==> src/rtl/seq_pattern_det.sv <==
// Programmable serial pattern detector with overlap/non-overlap modes,
// a registered match pulse and a saturating match counter.
module seq_pattern_det #(
   parameter int                 MAX_LEN     = 8,
   parameter int                 CNT_W       = 8,
   parameter logic [MAX_LEN-1:0] DEFAULT_PAT = MAX_LEN'(3'b111),
   parameter int                 DEFAULT_LEN = 3,
   localparam int                LEN_W       = $clog2(MAX_LEN+1)
) (
   input  logic             clk,
   input  logic             rst,
   input  logic             en,
   input  logic             in,
   input  logic             overlap,
   input  logic             cfg_load,
   input  logic [MAX_LEN-1:0] cfg_pat,
   input  logic [LEN_W-1:0] cfg_len,
   input  logic             clr_cnt,
   output logic             match,
   output logic             armed,
   output logic [CNT_W-1:0] match_cnt,
   output logic             cnt_sat
);

   localparam logic [LEN_W-1:0] MAX_L = LEN_W'(MAX_LEN);
   localparam logic [LEN_W-1:0] DEF_L = LEN_W'(DEFAULT_LEN);
   localparam logic [LEN_W-1:0] ONE_L = LEN_W'(1);

   typedef enum logic {FILL, DETECT} state_t;

   state_t             state, state_nxt;
   logic [MAX_LEN-1:0] pat, hist, hist_shift, len_mask;
   logic [LEN_W-1:0]   len, fill, fill_inc, fill_nxt, len_clamped;
   logic               sample, hit, match_nxt, sat_nxt;
   logic [CNT_W-1:0]   cnt_nxt;

   assign sample = en & ~cfg_load;
   assign armed  = (state == DETECT);

   // Post-shift view of the history and fill; the match decision uses these.
   always_comb begin
      hist_shift = {hist[MAX_LEN-2:0], in};
      fill_inc   = (fill == MAX_L) ? MAX_L : fill + ONE_L;
      len_mask   = '0;
      for (int i = 0; i < MAX_LEN; i++)
         len_mask[i] = (i < int'(len));
      hit = (fill_inc >= len) && ((hist_shift & len_mask) == (pat & len_mask));
   end

   always_comb begin
      len_clamped = cfg_len;
      if (cfg_len == '0)
         len_clamped = ONE_L;
      else if (cfg_len > MAX_L)
         len_clamped = MAX_L;
   end

   always_comb begin
      state_nxt = state;
      fill_nxt  = fill;
      match_nxt = 1'b0;
      if (cfg_load) begin
         state_nxt = FILL;
         fill_nxt  = '0;
      end else if (en) begin
         match_nxt = hit;
         fill_nxt  = fill_inc;
         case (state)
            FILL: begin
               if (hit && !overlap) begin
                  fill_nxt = '0;
               end else if (fill_inc >= len) begin
                  state_nxt = DETECT;
               end
            end
            DETECT: begin
               // Non-overlapping mode restarts collection after each match.
               if (hit && !overlap) begin
                  fill_nxt  = '0;
                  state_nxt = FILL;
               end
            end
            default: state_nxt = FILL;
         endcase
      end
   end

   // Clear first, then count, so a clear coinciding with a match yields 1.
   always_comb begin
      cnt_nxt = match_cnt;
      if (clr_cnt)
         cnt_nxt = '0;
      if (match_nxt && (cnt_nxt != {CNT_W{1'b1}}))
         cnt_nxt = cnt_nxt + CNT_W'(1);
      sat_nxt = &cnt_nxt;
   end

   always_ff @(posedge clk or negedge rst) begin
      if (!rst) begin
         state     <= FILL;
         pat       <= DEFAULT_PAT;
         len       <= DEF_L;
         hist      <= '0;
         fill      <= '0;
         match     <= 1'b0;
         match_cnt <= '0;
         cnt_sat   <= 1'b0;
      end else begin
         state     <= state_nxt;
         fill      <= fill_nxt;
         match     <= match_nxt;
         match_cnt <= cnt_nxt;
         cnt_sat   <= sat_nxt;
         if (sample)
            hist <= hist_shift;
         if (cfg_load) begin
            pat <= cfg_pat;
            len <= len_clamped;
         end
      end
   end

endmodule

==> config.mk <==
export PLATFORM = sky130hd
export DESIGN_NAME = seq_pattern_det
export DESIGN_NICKNAME = d
export VERILOG_FILES = /design/src/rtl/seq_pattern_det.sv
export SDC_FILE = /design/constraint.sdc
export NUM_CORES = 1
export LEC_CHECK = 0
export ABC_AREA = 1
export CAP_MARGIN = 10
export CORE_ASPECT_RATIO = 1.75
export CORE_UTILIZATION = 28
export DETAILED_ROUTE_END_ITERATION = 8
export DONT_BUFFER_PORTS = 1
export PLACE_DENSITY_LB_ADDON = 0.15
export SETUP_SLACK_MARGIN = 0.3
export SYNTH_ARGS = -nofsm -noshare
export SYNTH_HDL_FRONTEND = slang
export SYNTH_SLANG_ARGS = --single-unit
export TNS_END_PERCENT = 50
==> constraint.sdc <==
create_clock -name clk -period 2.2 [get_ports clk]
set_clock_uncertainty 0.1 [all_clocks]
set_input_delay 0.22 -clock clk [delete_from_list [all_inputs] [get_ports clk]]
set_output_delay 0.22 -clock clk [all_outputs]
set_load 0.01 [all_outputs]
==> impl_results.md <==
- Synth area leaders: dfrtp_1 (36%), nand2_1 (13%), inv_1 (7.2%)
- Initial DRC count: 77
- GR Overflow Total: 0
- Min-Delay Path Class: input pin to register
- Primary FF master, synth: dfrtp_1
- DR pass1 iterations: 2
- DRC: 0
- Top cell type's share of synthesized area: 0.3558
- Via count: 1,719
- First-pass GRT wire length: 8.376 mm
- Commonest cells post-synth: nand2_1 (71), inv_1 (39), dfrtp_1 (29), o21ai_0 (19), nor2_1 (18)
- R2r setup slk: -0.03 ns
- Required @ worst endpoint: 2.27 ns
- Root Driver: clkbuf_16
- Placed cell areas: about 0.0022 mm^2
- Area leader, netlist: dfrtp_1
- # setup viols final: 2
- Seq/Total Area, Yosys: 0.4202
- Crit. End Element: register
- Gr usage total: 0.1524
- CTS max path bufs: 2
- Most frequent cell after synthesis: nand2_1
- Design area: about 0.0026 mm^2
- Unrepaired setup endpoints after global routing: true
- Hold_ws: ~0.021 ns
- #FFs+latches synth: 34
- Setup crit end: fill[0]
- Setup CP Type: register to register
- Reg clk slew, reported paths: about 0.050 ns
- H-Tree Depth: 2
- Final HPWL DP: around 3.7 mm
- Syn_nets: 287
- Rel. slew slack: 0.6522
- Nets: 319
- Status: finished, violations left
- Worst Path Arrival: between 2 and 2.5 ns
- Cell count after synthesis: around 260
- Placed cell count: between 300 and 400
- Layout cell share with drive strength beyond 1: 0.2517
- Placer congestion estimate: between 0.7 and 0.8
- Final WS setup: -0.03045 ns
- Syn. warnings: 0
- Number of flops mapped to enable cells by yosys: 0
- Crit path launch type: register
- Total CTS buffers: 5
- CP startpoint: fill[1]
- Largest net degree at the start of global routing: 35
- Final period util: 1.014
- Post-synth ARST share: 1.000
- Post-route ant nets: 0
- Max-slew violations: 0
- PD cells: 654.2 mW/mm^2
- Initial core utilization: 0.2932
- CTS tree: yes
- Die height: ~110 um
- Initial antenna violation count: 0
- PortBufs: 0
- DIE AREA: 0.007643 mm^2
- Worst R2R Path Depth: 11
- Peak VDD IR: between 0.0003 and 0.0004 V
- Area grow syn2layout: 27.42%
- Reg-to-Reg End: fill[0]
- Fin. Hold Viols: 0
- Distinct cells, synth: 34
- Max-Cap Viols: 0
- I/O pin count: 30
- Min cycle time layout: between 2 and 2.5 ns
- Die X: 66.52 um
- Routed length per instance: around 13 um
- Worst-Margin Slew: 0.5200 ns
- Failing checks: setup timing
- Core area: between 0.006 and 0.007 mm^2
- Num rows: 40
- Highest achievable clock rate: approximately 450 MHz
- DRT Wirelength: 4.959 mm
- Leakage: roughly 0.0013 uW
- Inserted Diodes: 0
- Critical Path Fanout Max: 3
- Number of global-route vias before repair: ~1,800
- Syn_area_per_cell: a little under 8 um^2
- RR Startpoint: fill[1]
- Worst-skew pair later-pin latency: 0.28 ns
- Final cell count without fillers: roughly 380
- Vias per cell: about 4.5
- CTS Sinks: 34
- Fill cells: ~740
- Synth Cell Area: between 0.002 and 0.0025 mm^2
-- cells by family (layout without fill, tap and decap cells) --
logic type	after synthesis	count (layout)	share of synthesized area
buf+inv	51	84	0.1000
compound gates	31	31	0.08282
flops	34	34	0.4202
simple gates	131	131	0.3239
xor+xnor	7	7	0.03006
fa+ha+maj	7	7	0.04294
-- critical path: stages, from the launching register on --
cell	delay [ns]
dfrtp_1	0.40
inv_2	0.10
ha_4	0.13
nand2_2	0.06
o21ai_1	0.19
ha_1	0.27
nand4_1	0.11
nand3_2	0.14
inv_2	0.16
nor3_4	0.07
buf_4	0.14
o32ai_1	0.26
-- how the worst min path moves through the flow --
stage                    start       to  slack (ns)  cells after the start
floorplan                  rst    armed       -0.18                      0
global placement           rst  fill[2]       -0.17                      0
detailed placement         rst  fill[1]       -0.17                      0
CTS                 cfg_len[0]   len[0]        0.01                      2
global route        cfg_len[2]   len[2]        0.02                      2
finish              cfg_len[0]   len[0]        0.02                      2
-- power breakdown --
| group | total [uW] | leakage, uW | switching [uW] | internal (uW) |
|---|---|---|---|---|
| clock network | 676 | 0.0000652 | 255 | 421 |
| logic | 302 | 0.000802 | 184 | 118 |
| registers | 722 | 0.000434 | 40.8 | 681 |
-- routing by layer --
metal | global-route usage | routed length [um]
met3 | 0.03175 | 146
met1 | 0.1395 | 1813
met2 | 0.3027 | 2890
met5 | 0 | 0
met4 | 0.07234 | 108
-- flip-flops by register name, summed over array words and instances, names as in the netlist --
register / count
armed: 1
cnt_sat: 1
fill: 4
hist: 7
len: 4
match: 1
match_cnt: 8
pat: 8
-- layout by cell type (no fill, tap or decap), drive strengths merged --
cell         instances
dlygate4sd3         12
nand2               82
o21bai               1
xnor2                1
clkbuf               8
buf                 18
o32ai                1
dfstp                5
nand4                7
a32o                 1
inv                 45
ha                   7
nor2                25
clkinv               1
nand3               13
o22ai                2
nand3b               1
o21ai               23
nor3                 3
dfrtp               29
xor2                 6
a21oi                3
-- through the flow --
step | TNS, ns | worst slack [ns] | total power, uW | utilization
2_1_floorplan | 0 | 0.1162 | 917.7 | -
3_3_place_gp | -0.2249 | -0.1536 | 970.9 | 0.3225
6_report | -0.03234 | -0.03045 | 1700 | 0.3736
3_5_place_dp | -0.3257 | -0.1578 | 975.6 | 0.3225
4_1_cts | -0.01663 | -0.01115 | 1735 | 0.3712
5_1_grt | -0.9923 | -0.1886 | 1802 | 0.3736
-- cell type report --
cell class,instances,area [um^2],area share
Multi-Input combinational cell,176,1056,0.4064
Sequential cell,34,857.1,0.3298
Timing Repair Buffer,30,271.5,0.1045
Inverter,46,172.7,0.06644
Clock buffer,8,136.4,0.05248
Tap cell,84,105.1,0.04044
-- timing repair --
action,4_1_cts,5_1_grt
setup endpoints to repair,15,15
gates resized for setup,13,3
hold endpoints to repair,45,0
hold buffers,13,0
setup buffers,1,1
pin swaps,8,6
Note: power is estimated with default switching activity, not from simulation.
